$ cat config.mk
export PLATFORM = sky130hd
export DESIGN_NAME = mem_arbiter
export DESIGN_NICKNAME = d
export VERILOG_FILES = /design/src/rtl/cpu_types_pkg.sv /design/src/rtl/mem_arbiter.sv
export SDC_FILE = /design/constraint.sdc
export NUM_CORES = 1
export LEC_CHECK = 0
export CAP_MARGIN = 20
export CORE_AREA = 4 4 101 103
export CTS_BUF_LIST = sky130_fd_sc_hd__clkbuf_4 sky130_fd_sc_hd__clkbuf_8 sky130_fd_sc_hd__clkbuf_16
export CTS_CLUSTER_SIZE = 12
export DETAILED_ROUTE_END_ITERATION = 6
export DIE_AREA = 0 0 105 107
export GPL_ROUTABILITY_DRIVEN = 0
export PLACE_DENSITY = 0.61
export REMOVE_ABC_BUFFERS = 1
export SYNTH_ARGS = -nofsm -noshare
export SYNTH_HDL_FRONTEND = slang
export SYNTH_SLANG_ARGS = --single-unit
$ cat constraint.sdc
create_clock -name CLK -period 4.81 [get_ports CLK]
set_clock_uncertainty 0.15 [all_clocks]
set_input_delay 0.962 -clock CLK [delete_from_list [all_inputs] [get_ports CLK]]
set_output_delay 0.962 -clock CLK [all_outputs]
set_load 0.05 [all_outputs]
$ cat src/rtl/cpu_types_pkg.sv
// Shared CPU types: memory word, RAM handshake state, arbiter state.
// Imported by the memory arbiter and its bench.
package cpu_types_pkg;

  typedef logic [31:0] word_t;

  typedef enum logic [1:0] {
    FREE,
    BUSY,
    ACCESS,
    ERROR
  } ramstate_t;

  typedef enum logic [1:0] {
    IDLE,
    IGRANT,
    DGRANT
  } arb_state_t;

endpackage

$ cat src/rtl/mem_arbiter.sv
// Instruction/data memory arbiter: one RAM port shared by I$ and D$.
// Optional starvation guard for the I$ enabled by MEM_ARB_FAIRNESS_EN.
module mem_arbiter
  import cpu_types_pkg::*;
#(
  parameter int STARVE_LIMIT = 4
) (
  input  logic      CLK,
  input  logic      RST,
  input  logic      iREN,
  input  word_t     iaddr,
  output logic      iwait,
  output word_t     iload,
  input  logic      dREN,
  input  logic      dWEN,
  input  word_t     daddr,
  input  word_t     dstore,
  output logic      dwait,
  output word_t     dload,
  output logic      ramREN,
  output logic      ramWEN,
  output word_t     ramaddr,
  output word_t     ramstore,
  input  word_t     ramload,
  input  ramstate_t ramstate
);

  arb_state_t state_q, state_d;

  logic dreq;
  logic ramdone;
  logic dcomplete;
  logic icomplete;

  assign dreq      = dREN | dWEN;
  assign ramdone   = (ramstate == ACCESS);
  assign dcomplete = (state_q == DGRANT) & dreq & ramdone;
  assign icomplete = (state_q == IGRANT) & iREN & ramdone;

`ifdef MEM_ARB_FAIRNESS_EN
  localparam int CLOG = $clog2(STARVE_LIMIT + 1);
  localparam int CW   = (CLOG > 3) ? CLOG : 3;
  localparam logic [CW-1:0] LIMIT = CW'(STARVE_LIMIT);

  logic [CW-1:0] cnt_q, cnt_d;
  logic          starved;

  assign starved = (cnt_q == LIMIT) & iREN;

  // Count data completions that overtook a waiting instruction fetch.
  always_comb begin
    cnt_d = cnt_q;
    if (icomplete) begin
      cnt_d = '0;
    end else if ((state_q == IDLE) & ~iREN) begin
      cnt_d = '0;
    end else if (dcomplete & iREN & (cnt_q != LIMIT)) begin
      cnt_d = cnt_q + 1'b1;
    end
  end

  // Starvation counter register.
  always_ff @(posedge CLK or posedge RST) begin
    if (RST) begin
      cnt_q <= '0;
    end else begin
      cnt_q <= cnt_d;
    end
  end
`else
  logic starved;
  logic unused_cfg;

  assign starved    = 1'b0;
  assign unused_cfg = (STARVE_LIMIT > 0);
`endif

  // Next-state: data wins in IDLE unless the fetch has starved.
  always_comb begin
    state_d = state_q;
    unique case (state_q)
      IDLE: begin
        if (starved) begin
          state_d = IGRANT;
        end else if (dreq) begin
          state_d = DGRANT;
        end else if (iREN) begin
          state_d = IGRANT;
        end
      end
      IGRANT: begin
        if (~iREN | ramdone) begin
          state_d = IDLE;
        end
      end
      DGRANT: begin
        if (~dreq | ramdone) begin
          state_d = IDLE;
        end
      end
      default: state_d = IDLE;
    endcase
  end

  // State register; reset drops any grant in flight.
  always_ff @(posedge CLK or posedge RST) begin
    if (RST) begin
      state_q <= IDLE;
    end else begin
      state_q <= state_d;
    end
  end

  // RAM request side and stall outputs decoded from the grant.
  always_comb begin
    ramREN   = 1'b0;
    ramWEN   = 1'b0;
    ramaddr  = '0;
    ramstore = '0;
    iwait    = 1'b1;
    dwait    = 1'b1;
    if (!RST) begin
      unique case (state_q)
        IGRANT: begin
          ramaddr = iaddr;
          ramREN  = iREN;
          iwait   = ~ramdone;
        end
        DGRANT: begin
          ramaddr  = daddr;
          ramstore = dstore;
          ramWEN   = dWEN;
          ramREN   = dREN & ~dWEN;
          dwait    = ~ramdone;
        end
        default: begin
          ramREN = 1'b0;
        end
      endcase
    end
  end

  assign iload = ramload;
  assign dload = ramload;

endmodule

==> impl_metrics.json, run 1 <==
{
  "cp.required_ns": 3.70,
  "crit_start": "RST",
  "yosys.cell_count.top_type": "buf_4",
  "dpl_cell_area_mm2": 0.00260,
  "pwr-share-comb": 0.904,
  "slowest_stage": "clkdlybuf4s50_1",
  "min_period_ns": 4.01,
  "ant_nets": 0,
  "synth_top_area_share": 0.379,
  "postCtsSetupBuffers": 0,
  "h-tree-depth": 1,
  "grt_pass1_wl_mm": 11.1,
  "timing.rr.start": "state_q[0]",
  "synth_edf_count": 0,
  "post_layout_nonfiller_instances": 408,
  "rows": 35,
  "drive_gt1_frac": 0.0741,
  "io-pin-count": 267,
  "clockPowerShare": 0.066,
  "reg_top3": "state_q: 2 flops",
  "cts_resized": 0,
  "drv_slew": 0,
  "multiInputGateArea_um2": 703,
  "p_per_area_mw_per_mm2": 373,
  "cts.reportedPaths.clkPinSlew_ns": 0.03,
  "initial_utilization": 0.147,
  "place_ws_ns": 0.769,
  "clock.fmax_ghz": 0.250,
  "synth_cells": 199,
  "die_area_mm2": 0.0112,
  "ys_async_sr_fraction": 1.00,
  "avgViaCountPerCell": 4.29,
  "drt_pass1_iterations": 3,
  "yosys_warnings": 0,
  "root_buffer": "clkbuf_8",
  "worst-path-buf-inv": 2,
  "cp_top_family": "buffers and inverters",
  "synthAdderAreaFrac": 0.0279,
  "area_growth_pct": 95.9,
  "dr_total_vias": 1749,
  "syn_area_mm2": 0.00135,
  "slew_headroom": 0.644,
  "yosys-top-cells-count": "68 x buf_4, 33 x and2_1, 32 x a22oi_1, 32 x nor2_1, 7 x buf_2",
  "holdBufCountCts": 0,
  "setup_viol": 0,
  "ys.flop_type": "dfrtp_1",
  "ys_seq_area_frac": 0.0371,
  "synth_compound_area_frac": 0.214,
  "numCtsBuffers": 3,
  "hp-class": "reg -> reg",
  "path_class": "in -> out",
  "start_kind": "input port",
  "pwr-share-seq": 0.029,
  "p_sw_uw": 580,
  "final-seq-area_um2": 50.0,
  "fp.coreArea_mm2": 0.00920,
  "hp-start": "state_q[0]",
  "timing.setup.tns_ns": 0,
  "dieHeight_um": 107,
  "die_w_um": 105,
  "fin_area_mm2": 0.00264,
  "tightest_slew_ns": 0.533,
  "gr-total-overflow": 0,
  "place_inst": 405,
  "placement.io_buffers": 170,
  "syn-mean-instance-area_um2": 6.77,
  "nNetsFinal": 437,
  "rsz0062_at_grt": "false",
  "outcome": "finished, final reports clean",
  "fin_crit_sh": 0.833,
  "synth_simple_gate_area_frac": 0.280,
  "worst_hold_slack_ns": 0.383,
  "leakagePower_nw": 0.970,
  "diodes": 0,
  "p_sw_frac": 0.589,
  "synth_top_family_by_area": "buffers and inverters",
  "worst_setup_path_end_kind": "output pin",
  "grt_start_max_net_pins": 35,
  "cp_cell_sequence": "clkdlybuf4s50_1 > nor2b_4 > and2_1 > clkdlybuf4s50_1",
  "insertion_delay_ns": 0.21,
  "ir_drop_uv": 226,
  "cts_sinks": 2,
  "synth_cell_type_count": 21,
  "drv_cap": 0,
  "wl_per_cell_um": 19.5,
  "antenna_found_initial": 0,
  "arrival_ns": 2.89,
  "largest_reg_flops": 2,
  "critical_path.max_stage_delay_ns": 0.81,
  "cts_tree": "built",
  "top_register": "state_q",
  "grt_pass1_vias": 1806,
  "routed_wl_mm": 7.96,
  "ys_seq_elements": 2,
  "grt.total_usage": 0.130,
  "muxShareOfSynthArea": 0,
  "fin_ws_ns": 0.804,
  "synth_top_cell_by_area": "buf_4",
  "drtIter0Drc": 87,
  "finalHoldViolCount": 0,
  "crit_fanout": 34,
  "synth_xor_area_frac": 0,
  "synth.area.top_cells": "buf_4 38%, a22oi_1 18%, and2_1 15%",
  "clock_path_buffers": 2,
  "drc_errors": 0,
  "cpMostUsedCell": "clkdlybuf4s50_1",
  "fillers": 995,
  "place_hpwl_mm": 6.78,
  "p_int_uw": 404
}
==> final cells by class <==
class	instances	area share
clock buffers	3	0.0156
inverters	4	0.00569
multi-input cells	115	0.266
flip-flops and latches	2	0.0190
well taps	111	0.0526
repair buffers	173	0.641
==> per-stage QoR <==
stage | total power, mW | utilization
after floorplan | 0.595 | -
after global placement | 0.923 | 0.283
after detailed placement | 0.927 | 0.283
after CTS | 0.996 | 0.287
after global routing | 1.05 | 0.287
final | 0.984 | 0.287
==> worst reg2reg max path, cell delays in order (launching register included) <==
cell and delay (ns):
dfrtp_1 0.39, inv_1 0.09, ha_1 0.18, buf_4 0.34, o21ai_1 0.15, a21oi_2 0.22, a21oi_2 0.06, o22a_1 0.19
==> per-layer routing <==
layer  share of wire  global-route usage  up-vias
li1                -                   -      789
met1            0.37               0.137      726
met3            0.26               0.153        4
met4          0.0021              0.0103        4
met2            0.35               0.164      226
met5           0.015              0.0952        -
==> cell usage in the layout (no fill, tap or decap) <==
cell | synthesis | routed
clkdlybuf4s50_1 | 0 | 157
and2_1 | 33 | 33
a22oi_1 | 32 | 32
nor2_1 | 32 | 32
buf_4 | 68 | 16
inv_1 | 4 | 4
nand2_1 | 3 | 3
ha_1 | 3 | 3
clkbuf_8 | 0 | 3
a21oi_2 | 2 | 2
dfrtp_1 | 2 | 2
nor3b_1 | 1 | 1
o21ai_1 | 1 | 1
nor2b_1 | 1 | 1
o22a_1 | 1 | 1
nor2b_4 | 1 | 1
nand3b_1 | 1 | 1
a21oi_1 | 1 | 1
nand3_1 | 1 | 1
o21ai_0 | 1 | 1
o22ai_1 | 1 | 1
==> power by group through the flow <==
stage / combinational (mW) / clock, mW / sequential [mW]
6_report: 0.890 / 0.0650 / 0.0290
5_1_grt: 0.951 / 0.0678 / 0.0301
4_1_cts: 0.901 / 0.0660 / 0.0292
3_5_place_dp: 0.898 / 0 / 0.0292
3_3_place_gp: 0.895 / 0 / 0.0286
2_1_floorplan: 0.567 / 0 / 0.0282
==> kinds of logic (layout without fill, tap and decap cells) <==
kind of cell	count (synthesis)	after routing
DFF	2	2
AOI/OAI and AO/OA	39	39
buffers and inverters	82	180
adders and majority gates	3	3
and+or+nand+nor	73	73
==> final timing paths <==
kind                                 to  slack [ns]  depth (start not counted)
max in group asynchronous    state_q[0]        3.50                          2
max                        ramstore[30]        0.80                          4
min                          state_q[0]        0.38                          1
max reg2reg                  state_q[0]        2.94                          7
min reg2reg                  state_q[0]        0.38                          1
min in group asynchronous    state_q[1]        0.87                          2
No activity file was read; power rests on OpenSTA's default activity.
==> run 2, diff against run 1 <==
Clock period 4.81 ns to 3.7 ns, I/O delays scaled along.
==> run 2 against run 1 <==
- combinational power rose by 66%
- via count rose by 1.4%
- final cell count did not move
- flip-flop and latch count did not move
- critical path depth did not move
- count of clock-buffer cells in the layout did not move
- total power rose by 63%
- clock power rose by 30%
- worst setup slack got worse by 0.33 ns
- critical path type unchanged
==> impl_metrics.json, run 2 (synthesis results as in run 1) <==
{
  "place_hpwl_mm": 7.23,
  "timing.setup.tns_ns": 0,
  "cts_tree": "built",
  "p_per_area_mw_per_mm2": 481,
  "worst_setup_path_end_kind": "output pin",
  "die_w_um": 105,
  "grt_start_max_net_pins": 35,
  "multiInputGateArea_um2": 703,
  "largest_reg_flops": 2,
  "insertion_delay_ns": 0.21,
  "cpMostUsedCell": "clkdlybuf4s50_1",
  "reg_top3": "state_q: 2 flops",
  "grt_pass1_vias": 1876,
  "area_growth_pct": 147,
  "slew_headroom": 0.662,
  "path_class": "in -> out",
  "place_inst": 405,
  "drt_pass1_iterations": 4,
  "finalHoldViolCount": 0,
  "diodes": 0,
  "tightest_slew_ns": 0.505,
  "cp_top_family": "buffers and inverters",
  "rsz0062_at_grt": "false",
  "rows": 35,
  "h-tree-depth": 1,
  "arrival_ns": 2.33,
  "critical_path.max_stage_delay_ns": 0.73,
  "layout_common_cells": "103 x clkdlybuf4s50_1, 66 x buf_12, 33 x and2_1, 32 x a22oi_1, 32 x nor2_1",
  "fillers": 918,
  "clock.fmax_ghz": 0.310,
  "avgViaCountPerCell": 4.35,
  "final-seq-area_um2": 50.0,
  "dr_total_vias": 1773,
  "final_util": 0.362,
  "final_common_cell": "clkdlybuf4s50_1",
  "worst-path-buf-inv": 2,
  "postCtsSetupBuffers": 0,
  "gr-total-overflow": 0,
  "cp.required_ns": 2.81,
  "slowest_stage": "clkdlybuf4s50_1",
  "cts_resized": 0,
  "post_layout_nonfiller_instances": 408,
  "die_area_mm2": 0.0112,
  "hp-class": "reg -> reg",
  "cts.reportedPaths.clkPinSlew_ns": 0.03,
  "fp.coreArea_mm2": 0.00920,
  "wl_per_cell_um": 20.3,
  "placement.io_buffers": 170,
  "ant_nets": 0,
  "numCtsBuffers": 3,
  "io-pin-count": 267,
  "routed_wl_mm": 8.27,
  "start_kind": "input port",
  "outcome": "finished, final reports clean",
  "setup_viol": 0,
  "nNetsFinal": 437,
  "drv_cap": 0,
  "clock_path_buffers": 2,
  "drc_errors": 0,
  "drv_slew": 0,
  "initial_utilization": 0.147,
  "top_register": "state_q",
  "worst_hold_slack_ns": 0.392,
  "min_period_ns": 3.22,
  "fin_crit_sh": 0.871,
  "drive_gt1_frac": 0.256,
  "dieHeight_um": 107,
  "grt_pass1_wl_mm": 11.7,
  "holdBufCountCts": 0,
  "antenna_found_initial": 0,
  "grt.total_usage": 0.137,
  "cts_sinks": 2,
  "leakagePower_nw": 1.26,
  "crit_fanout": 3,
  "ir_drop_uv": 265,
  "drtIter0Drc": 70,
  "cp_cell_sequence": "clkdlybuf4s50_1 > nor2b_1 > nand3_1 > clkdlybuf4s50_1",
  "root_buffer": "clkbuf_8"
}
==> run 2: stage by stage <==
stage	cell area [µm²]	setup slack, ns	total power [mW]
CTS	3330	0.445	1.62
global route	3330	0.385	1.69
floorplan	768	0.588	0.774
finish	3330	0.476	1.60
global placement	3290	0.489	1.52
detailed placement	3290	0.462	1.53
==> run 2: routing by layer <==
| metal | vias up | GRT usage | routed length [µm] |
|---|---|---|---|
| met5 | - | 0.0810 | 106 |
| met1 | 756 | 0.148 | 3070 |
| met2 | 218 | 0.176 | 2930 |
| met4 | 4 | 0.0159 | 25 |
| met3 | 6 | 0.153 | 2140 |
| li1 | 789 | - | - |
==> run 2: worst paths after layout <==
path,startpoint,to,slack (ns),cells past startpoint
max in group asynchronous,RST,state_q[0],2.62,2
hold / removal,state_q[0],state_q[0],0.39,1
setup / recovery,ramstate[1],iwait,0.48,4
min in group asynchronous,RST,state_q[1],0.64,2
hold reg to reg,state_q[0],state_q[0],0.39,1
setup reg to reg,state_q[0],state_q[0],1.78,7
==> run 2: report_power, final <==
part	leakage (nW)	switching [mW]	internal, mW	total (mW)
registers	0.0253	0.00599	0.0317	0.0377
clock network	0.0216	0.0161	0.0687	0.0848
logic	1.22	0.810	0.669	1.48
==> run 2: layout make-up <==
| class | count | share of cell area |
|---|---|---|
| flip-flops and latches | 2 | 0.0150 |
| clock buffers | 3 | 0.0124 |
| multi-input cells | 115 | 0.211 |
| inverters | 4 | 0.00451 |
| well taps | 111 | 0.0417 |
| repair buffers | 173 | 0.715 |
==> run 2: worst register-to-register path, stage by stage (launching register included) <==
cell	delay, ns
dfrtp_1	0.39
inv_1	0.08
ha_1	0.18
buf_4	0.35
o21ai_1	0.17
a21oi_2	0.23
a21oi_2	0.06
o22a_1	0.19
==> run 3, diff against run 2 <==
Settings changed: DONT_BUFFER_PORTS from default to 1, PLACE_DENSITY 0.61 to 0.3.
==> run 3 against run 2 <==
- fmax is 12% higher
- sequential power is 3% higher
- critical path depth is 1 higher
- flip-flop and latch count stayed put
- global-route usage is 3.4 points lower
- total power is 29% lower
- highest routed layer is now met4
==> impl_metrics.json, run 3 (synthesis results as in run 1) <==
{
  "die_area_mm2": 0.0112,
  "worst_hold_slack_ns": 0.147,
  "tightest_slew_ns": 0.492,
  "rr_worst_depth": 7,
  "fin_ws_ns": 0.826,
  "arrival_ns": 1.98,
  "drtIter0Drc": 114,
  "reg_top3": "state_q: 2 flops",
  "crit_start": "state_q[0]",
  "r2r-end": "state_q[0]",
  "p_total_mw": 1.14,
  "grt_start_max_net_pins": 35,
  "fin_crit_sh": 0.777,
  "slew_headroom": 0.671,
  "cts_sinks": 2,
  "finalHoldViolCount": 0,
  "place_ws_ns": 0.992,
  "ir_drop_uv": 156,
  "min_period_ns": 2.87,
  "p_per_area_mw_per_mm2": 766,
  "cts_tree": "built",
  "final_util": 0.161,
  "fp.coreArea_mm2": 0.00920,
  "timing.rr.start": "state_q[0]",
  "io-pin-count": 267,
  "crit_fanout": 34,
  "clock_path_buffers": 2,
  "setup_viol": 0,
  "drc_errors": 0,
  "rows": 35,
  "layout_common_cells": "71 x buf_4, 33 x and2_1, 32 x a22oi_1, 32 x nor2_1, 4 x inv_1",
  "grt_pass1_wl_mm": 8.45,
  "post_layout_nonfiller_instances": 306,
  "regToRegSetupSlack_ns": 1.58,
  "rsz0062_at_grt": "false",
  "h-tree-depth": 1,
  "grt_pass1_vias": 1371,
  "area_growth_pct": 9.93,
  "place_hpwl_mm": 5.53,
  "cts_resized": 0,
  "drive_gt1_frac": 0.395,
  "ant_nets": 0,
  "place_inst": 303,
  "start_kind": "register",
  "drv_cap": 0,
  "numCtsBuffers": 3,
  "drt_pass1_iterations": 4,
  "cp.required_ns": 2.81,
  "gr-total-overflow": 0,
  "drv_slew": 0,
  "insertion_delay_ns": 0.21,
  "hp-class": "in -> async",
  "dieHeight_um": 107,
  "postCtsSetupBuffers": 0,
  "worst_setup_path_end_kind": "output pin",
  "outcome": "finished, final reports clean",
  "timing.setup.tns_ns": 0,
  "avgViaCountPerCell": 4.46,
  "dr_total_vias": 1365,
  "largest_reg_flops": 2,
  "routed_wl_mm": 6.49,
  "placement.io_buffers": 0,
  "clock.fmax_ghz": 0.348,
  "nNetsFinal": 335,
  "path_class": "reg -> out",
  "diodes": 0,
  "wl_per_cell_um": 21.2,
  "final_common_cell": "buf_4",
  "grt.total_usage": 0.103,
  "die_w_um": 105,
  "cts.reportedPaths.clkPinSlew_ns": 0.03,
  "top_register": "state_q",
  "leakagePower_nw": 0.673,
  "fin_area_mm2": 0.00148,
  "holdBufCountCts": 0,
  "antenna_found_initial": 0,
  "initial_utilization": 0.147,
  "root_buffer": "clkbuf_8",
  "dpl_cell_area_mm2": 0.00144
}
==> run 3: changes by cell type in the layout (fill, tap and decap cells not counted), sizes merged <==
| cell | delta |
|---|---|
| buf | +1 |
| clkdlybuf4s50 | -103 |
==> run 3: report_power, final <==
part / switching (mW) / internal [mW]
clock network: 0.0168 / 0.0688
registers: 0.00698 / 0.0318
logic: 0.709 / 0.302
total: 0.733 / 0.402
==> run 3: metal layers <==
layer / vias to the layer above / GRT usage / part of all wire
met2: 190 / 0.138 / 0.40
met4: 0 / 0.0225 / 0.0060
met3: 4 / 0.0981 / 0.21
met1: 586 / 0.114 / 0.39
li1: 585 / - / -
met5: - / 0.0286 / 0
==> run 3: final cells by class <==
type | instances | area, µm²
Inverter | 4 | 15.0
Tap cell | 111 | 139
Sequential cell | 2 | 50.0
Fill cell | 1046 | 7710
Multi-Input combinational cell | 115 | 703
Timing Repair Buffer | 71 | 533
Clock buffer | 3 | 41.3
==> run 3: critical path: stages (launching register included) <==
cell,delay [ns]
dfrtp_1,0.39
inv_1,0.08
ha_1,0.37
nor2b_4,0.53
and2_1,0.20
buf_4,0.19
==> run 3: worst max path at each step <==
stage,slack [ns],to
6_report,0.83,ramstore[29]
5_1_grt,0.55,ramstore[6]
4_1_cts,0.76,ramstore[12]
3_5_place_dp,0.99,ramstore[12]
3_3_place_gp,1.02,ramstore[26]
2_1_floorplan,0.59,ramREN
